<file path="src/rtl/fb_arb_pkg.sv">
// Shared types and helpers for the framebuffer write arbiter.
// The round-robin helper is sized for up to 8 requesters so that other
// arbiters can reuse it with their own requester counts.
package fb_arb_pkg;

    typedef enum logic [0:0] {
        IDLE  = 1'b0,
        BURST = 1'b1
    } arb_state_e;

    localparam int PIXEL_W = 24;

    // One-hot pick of the first valid requester, scanning last+1, last+2, ...
    // modulo num. Returns all zeros when nothing in range is valid.
    function automatic logic [7:0] rr_next(
        input logic [7:0] valid,
        input logic [2:0] last,
        input logic [3:0] num
    );
        logic [7:0] grant;
        logic [4:0] slot;
        logic       found;
        grant = 8'd0;
        found = 1'b0;
        for (int k = 1; k <= 8; k++) begin
            slot = 5'(last) + 5'(k);
            if (slot >= 5'(num)) begin
                slot = slot - 5'(num);
            end else begin
                slot = slot;
            end
            if (!found && (k <= int'(num)) && valid[slot[2:0]]) begin
                grant[slot[2:0]] = 1'b1;
                found            = 1'b1;
            end else begin
                found = found;
            end
        end
        return grant;
    endfunction

endpackage

</file>
<file path="src/rtl/fb_write_arbiter_rr_pick.sv">
// Combinational round-robin picker: valid vector plus last-served index in,
// one-hot grant, binary grant index and "anything granted" out.
module rr_pick
    import fb_arb_pkg::*;
#(
    parameter int NUM_REQ = 3,
    parameter int IDX_W   = 2
) (
    input  logic [NUM_REQ-1:0] valid,
    input  logic [IDX_W-1:0]   last,
    output logic [NUM_REQ-1:0] grant,
    output logic [IDX_W-1:0]   idx,
    output logic               any
);

    logic [7:0] valid_pad_s;
    logic [7:0] grant_pad_s;

    // Widen to the helper's fixed size, pick, then encode the winner index.
    always_comb begin
        valid_pad_s                = 8'd0;
        valid_pad_s[NUM_REQ-1:0]   = valid;
        grant_pad_s                = rr_next(valid_pad_s, 3'(last), 4'(NUM_REQ));
        grant                      = grant_pad_s[NUM_REQ-1:0];
        any                        = |grant_pad_s;
        idx                        = {IDX_W{1'b0}};
        for (int k = 0; k < NUM_REQ; k++) begin
            idx = idx | (grant_pad_s[k] ? IDX_W'(k) : {IDX_W{1'b0}});
        end
    end

endmodule

</file>
<file path="src/rtl/fb_write_arbiter.sv">
// Framebuffer write-port arbiter: round-robin between pixel writers with a
// burst lock so one owner's sprite draw stays contiguous, registered write
// port towards the pixel RAM and a per-frame saturating write counter.
// Build option: define FB_ARB_VBLANK_GATE_EN to only allow writes while
// vblank is high (tear-free updates); otherwise writes are never gated.
module fb_write_arbiter
    import fb_arb_pkg::*;
#(
    parameter int NUM_REQ   = 3,
    parameter int ADDR_W    = 19,
    parameter int DATA_W    = PIXEL_W,
    parameter int MAX_BURST = 16
) (
    input  logic                      clk_clk,
    input  logic                      reset_reset,
    input  logic [NUM_REQ-1:0]        req_valid,
    input  logic [NUM_REQ*ADDR_W-1:0] req_addr,
    input  logic [NUM_REQ*DATA_W-1:0] req_data,
    output logic [NUM_REQ-1:0]        req_ready,
    input  logic                      vblank,
    output logic                      fb_we,
    output logic [ADDR_W-1:0]         fb_addr,
    output logic [DATA_W-1:0]         fb_data,
    output logic [15:0]               wr_count
);

    localparam int               IDX_W     = $clog2(NUM_REQ);
    localparam logic [7:0]       BURST_MAX = 8'(MAX_BURST);
    localparam logic [IDX_W-1:0] LAST_RST  = IDX_W'(NUM_REQ - 1);

    arb_state_e          state_r, next_state_s;
    logic [IDX_W-1:0]    last_r, next_last_s;
    logic [IDX_W-1:0]    owner_r, next_owner_s;
    logic [7:0]          burst_cnt_r, next_cnt_s;
    logic [NUM_REQ-1:0]  pick_grant_s, owner_oh_s, ready_s;
    logic [IDX_W-1:0]    pick_idx_s, accept_idx_s;
    logic                pick_any_s, gate_s, accept_s, owner_valid_s;
    logic                vblank_q_r, vblank_rise_s;
    logic                fb_we_r;
    logic [ADDR_W-1:0]   fb_addr_r;
    logic [DATA_W-1:0]   fb_data_r;
    logic [15:0]         wr_count_r;

`ifdef FB_ARB_VBLANK_GATE_EN
    assign gate_s = vblank;
`else
    assign gate_s = 1'b1;
`endif

    assign owner_oh_s    = {{(NUM_REQ-1){1'b0}}, 1'b1} << owner_r;
    assign owner_valid_s = |(req_valid & owner_oh_s);
    assign vblank_rise_s = vblank & ~vblank_q_r;

    rr_pick #(
        .NUM_REQ (NUM_REQ),
        .IDX_W   (IDX_W)
    ) u_pick (
        .valid (req_valid),
        .last  (last_r),
        .grant (pick_grant_s),
        .idx   (pick_idx_s),
        .any   (pick_any_s)
    );

    // FSM state, round-robin pointer, burst owner and beat counter.
    always_ff @(posedge clk_clk or posedge reset_reset) begin
        if (reset_reset) begin
            state_r     <= IDLE;
            last_r      <= LAST_RST;
            owner_r     <= {IDX_W{1'b0}};
            burst_cnt_r <= 8'd0;
        end else begin
            state_r     <= next_state_s;
            last_r      <= next_last_s;
            owner_r     <= next_owner_s;
            burst_cnt_r <= next_cnt_s;
        end
    end

    // Next-state: start a burst on a grant, release on burst limit, owner
    // idle or closed gate (the release cycle is a bubble with no accept).
    always_comb begin
        next_state_s = state_r;
        next_last_s  = last_r;
        next_owner_s = owner_r;
        next_cnt_s   = burst_cnt_r;
        case (state_r)
            IDLE: begin
                if (accept_s) begin
                    next_owner_s = pick_idx_s;
                    next_cnt_s   = 8'd1;
                    if (MAX_BURST > 1) begin
                        next_state_s = BURST;
                    end else begin
                        next_state_s = IDLE;
                        next_last_s  = pick_idx_s;
                    end
                end else begin
                    next_state_s = IDLE;
                end
            end
            BURST: begin
                if (accept_s) begin
                    next_cnt_s = burst_cnt_r + 8'd1;
                    if ((burst_cnt_r + 8'd1) == BURST_MAX) begin
                        next_state_s = IDLE;
                        next_last_s  = owner_r;
                    end else begin
                        next_state_s = BURST;
                    end
                end else begin
                    next_state_s = IDLE;
                    next_last_s  = owner_r;
                end
            end
            default: begin
                next_state_s = IDLE;
            end
        endcase
    end

    // Handshake: ready only to the picked requester in IDLE or to the
    // locked owner in BURST, and only while the gate is open.
    always_comb begin
        ready_s      = {NUM_REQ{1'b0}};
        accept_s     = 1'b0;
        accept_idx_s = owner_r;
        case (state_r)
            IDLE: begin
                if (gate_s && pick_any_s) begin
                    ready_s      = pick_grant_s;
                    accept_s     = 1'b1;
                    accept_idx_s = pick_idx_s;
                end else begin
                    ready_s  = {NUM_REQ{1'b0}};
                    accept_s = 1'b0;
                end
            end
            BURST: begin
                if (gate_s && owner_valid_s) begin
                    ready_s  = owner_oh_s;
                    accept_s = 1'b1;
                end else begin
                    ready_s  = {NUM_REQ{1'b0}};
                    accept_s = 1'b0;
                end
            end
            default: begin
                ready_s  = {NUM_REQ{1'b0}};
                accept_s = 1'b0;
            end
        endcase
    end

    // Register the accepted beat onto the RAM write port (latency 1).
    always_ff @(posedge clk_clk or posedge reset_reset) begin
        if (reset_reset) begin
            fb_we_r   <= 1'b0;
            fb_addr_r <= {ADDR_W{1'b0}};
            fb_data_r <= {DATA_W{1'b0}};
        end else if (accept_s) begin
            fb_we_r   <= 1'b1;
            fb_addr_r <= req_addr[int'(accept_idx_s) * ADDR_W +: ADDR_W];
            fb_data_r <= req_data[int'(accept_idx_s) * DATA_W +: DATA_W];
        end else begin
            fb_we_r   <= 1'b0;
        end
    end

    // Per-frame write counter: cleared on vblank rise (a coincident beat
    // belongs to the new frame), otherwise saturating count of beats.
    always_ff @(posedge clk_clk or posedge reset_reset) begin
        if (reset_reset) begin
            vblank_q_r <= 1'b0;
            wr_count_r <= 16'd0;
        end else begin
            vblank_q_r <= vblank;
            if (vblank_rise_s) begin
                wr_count_r <= accept_s ? 16'd1 : 16'd0;
            end else if (accept_s && (wr_count_r != 16'hFFFF)) begin
                wr_count_r <= wr_count_r + 16'd1;
            end else begin
                wr_count_r <= wr_count_r;
            end
        end
    end

    assign req_ready = ready_s;
    assign fb_we     = fb_we_r;
    assign fb_addr   = fb_addr_r;
    assign fb_data   = fb_data_r;
    assign wr_count  = wr_count_r;

endmodule

</file>
<file path="config.mk">
export PLATFORM = sky130hd
export DESIGN_NAME = fb_write_arbiter
export DESIGN_NICKNAME = d
export VERILOG_FILES = /design/src/rtl/fb_arb_pkg.sv /design/src/rtl/fb_write_arbiter_rr_pick.sv /design/src/rtl/fb_write_arbiter.sv
export SDC_FILE = /design/constraint.sdc
export NUM_CORES = 1
export LEC_CHECK = 0
export BUFFER_PORTS_ARGS = -buffer_cell sky130_fd_sc_hd__buf_2
export CORE_MARGIN = 5
export CORE_UTILIZATION = 30
export CTS_CLUSTER_SIZE = 14
export DETAILED_ROUTE_END_ITERATION = 10
export GPL_ROUTABILITY_DRIVEN = 0
export PLACE_DENSITY = 0.59
export RECOVER_POWER = 100
export SETUP_SLACK_MARGIN = 0.15
export SLEW_MARGIN = 0
export SYNTH_ARGS = -nofsm -noshare
export SYNTH_HDL_FRONTEND = slang
export SYNTH_SLANG_ARGS = --single-unit
</file>
<file path="constraint.sdc">
create_clock -name clk_clk -period 3.39 [get_ports clk_clk]
set_input_delay 0.678 -clock clk_clk [delete_from_list [all_inputs] [get_ports clk_clk]]
set_output_delay 0.678 -clock clk_clk [all_outputs]
set_load 0.005 [all_outputs]
</file>
==> impl_metrics.py <==
metrics = {
    "sta": {
        "setup_violations": 0,
        "finalCriticalPeriod_ps": 3210,
        "setup_ws_ps": 177,
        "relSlewSlack": 0.0721,
        "fin_skew_ps": 9.49,
        "clock.fmax_mhz": 311,
        "finalHoldViolCount": 0,
        "hold_slack_ps": 492,
        "rsz0062_at_grt": "yes",
        "worst_slew_pin_slew_ps": 1390,
        "setup_tns_ps": 0,
        "final-max-slew-violation-count": 0,
        "fin_crit_sh": 0.948,
    },
    "critical_path": {
        "end_kind": "primary output",
        "critPathMaxFanout": 8,
        "max_stage_delay_ps": 550,
        "cp_cell_sequence": "inv_4, ha_4, mux2i_2, o22a_1, nand4_1, a221o_1, o21ai_2, buf_2",
        "start_kind": "flip-flop",
        "critPathSlowestCell": "dfstp_2",
        "cp.arrival_ps": 2540,
        "worstPathRequired_ps": 2710,
        "crit_type": "reg2out",
    },
    "synth": {
        "synth.distinct_cells": 55,
        "synthTopCellsByCount": "dfrtp_1, nand2_1, inv_1, mux2i_1, o221ai_1",
        "post-synth-top-area-cell": "dfrtp_1",
        "ys_seq_elements": 74,
        "synth_edf_count": 0,
        "synthCells": 459,
        "ys_seq_area_frac": 0.407,
        "yosysMostFrequentCell": "dfrtp_1",
        "yosys_warnings": 0,
        "ys_top_cells_by_area": "dfrtp_1, mux2i_1, o221ai_2",
        "syn-cell-area_sq_mm": 0.00455,
        "avgSynthCellArea_sq_um": 9.92,
        "ys.flop_type": "dfrtp_1",
        "synth_top_area_share": 0.401,
        "syn-num-nets": 604,
        "ys_async_sr_fraction": 1.00,
    },
    "clock_tree": {
        "clkTransAtPathRegs_ps": 60,
        "h-tree-depth": 3,
        "cts_inserted_buffers": 9,
        "cts_buffer_depth": 2,
        "numClockSinks": 74,
        "tritoncts": "yes",
        "ctsRootBufferMaster": "clkbuf_16",
        "clkLatencyLatePin_ps": 340,
        "ctsHoldBuffers": 0,
    },
    "placement": {
        "port_buffers": 197,
        "dpl_worst_slack_ps": 185,
        "hpwl_microns": 10300,
    },
    "floorplanning": {
        "die_h_microns": 133,
        "core_sq_mm": 0.0150,
        "start_util": 0.303,
        "row_count": 45,
        "die_area_sq_mm": 0.0177,
        "die_w_microns": 133,
        "ios": 198,
    },
    "drt": {
        "vias": 4314,
        "ant_nets": 0,
        "first_pass_iters": 4,
        "drt-initial-drc-count": 243,
        "finalWirelength_microns": 14400,
        "wl_per_cell_microns": 16.8,
        "drc": 0,
        "drt-vias-per-instance": 5.05,
    },
    "outcome": {
        "status": "completed",
    },
    "power_and_ir_drop": {
        "power.total_mw": 7.97,
        "p_per_area_mw_per_mm2": 1280,
        "ir_worst_vdd_mv": 0.605,
        "p_leak_nw": 3.06,
    },
    "min_path": {
        "worstHoldPathType": "reg2reg",
    },
    "global_routing": {
        "antenna_found_initial": 0,
        "grt_pass1_vias": 4375,
        "grt_usage": 0.155,
        "grt_pass1_wl_microns": 22200,
        "grt_max_degree": 42,
        "grt_overflow": 0,
    },
    "final_layout": {
        "drive_gt1_frac": 0.356,
        "area_growth_pct": 36.3,
        "layout.nets": 806,
        "diodes": 0,
        "postLayoutCoreUtil": 0.413,
    },
    "run": {
        "maxCapViolations": 0,
    },
}
## final timing paths
check	from	end	slack [ps]	cells after the start
setup / recovery	last_r[1]$_DFFE_PP1P_	req_ready[0]	180	8
hold / removal	fb_data[17]$_DFFE_PP0N_	fb_data[17]$_DFFE_PP0N_	490	2
setup reg to reg	last_r[1]$_DFFE_PP1P_	fb_addr[0]$_DFFE_PP0N_	190	12
hold reg to reg	fb_data[17]$_DFFE_PP0N_	fb_data[17]$_DFFE_PP0N_	490	2
max in group asynchronous	reset_reset	vblank_q_r$_DFF_PP0_	920	3
min in group asynchronous	reset_reset	fb_data[8]$_DFFE_PP0N_	740	2
## what timing repair did
item | 4_1_cts | 5_1_grt
buffers inserted | 2 | 5
resized for setup | 4 | 12
pin swaps | 3 | 7
endpoints found under the setup margin | 3 | 37
cloned | 0 | 2
## state kept, by name (all words and copies together), names as in the netlist
register,flops
fb_addr,19
fb_data,24
last_r,2
wr_count,16
owner_r,2
fb_we,1
burst_cnt_r,8
vblank_q_r,1
state_r,1
## layout make-up
type	instances	area (sq um)
clock buffer	11	243
clock inverter	5	77.6
fill	1494	8830
inverter	51	194
multi-input combinational	305	2370
sequential	74	1850
tap	188	235
timing repair buffer	220	1220
## kinds of logic after synthesis
kind of cell,after synthesis,share of synthesized area
adders and majority gates,10,0.0275
muxes,48,0.106
and+or+nand+nor,130,0.142
buffers and inverters,80,0.0885
xor gates and xnor gates,2,0.00385
DFF,74,0.407
AOI/OAI and AO/OA,115,0.225
## per-stage QoR
stage          std cells  area [sq um]
2_1_floorplan        459          4550
3_3_place_gp         829          5760
3_5_place_dp         829          5760
4_1_cts              847          6120
5_1_grt              854          6200
6_report             854          6200
## report_power, final
part | total [mW] | internal (mW) | switching [mW]
clock network | 1.05 | 0.663 | 0.385
registers | 1.52 | 1.29 | 0.234
logic | 5.40 | 2.42 | 2.98
## cells in the final DEF (no fill, tap or decap), types with 3 or more instances in the layout
cell and n:
o221ai_2 20, and3_1 9, nand4_1 6, clkbuf_16 11
nand3_1 17, mux2i_2 3, nor2_1 11, ha_1 8
buf_4 11, or4_1 5, o31ai_1 7, o221ai_1 23
and2_1 4, a21oi_1 15, inv_1 50, a221o_1 3
or3_1 6, nand2_1 58, buf_2 158, o21ai_0 21
buf_12 6, clkbuf_1 40, mux2i_1 43, dfrtp_1 73
o311ai_0 3
## metal layers
metal	part of all wire	routed length, microns	track usage
met4	0.019	280	0.0577
met3	0.063	901	0.0415
met5	0	0	0
met2	0.48	6960	0.255
met1	0.43	6230	0.197
## worst max-delay path, delay by kind of cell (launching register included)
family / cells / cell delay, ps
muxes: 1 / 230
AOI/OAI and AO/OA: 3 / 770
buffers and inverters: 2 / 180
DFF: 1 / 550
adders and majority gates: 1 / 310
and+or+nand+nor: 1 / 160
Power figures use the tool's default switching activity.
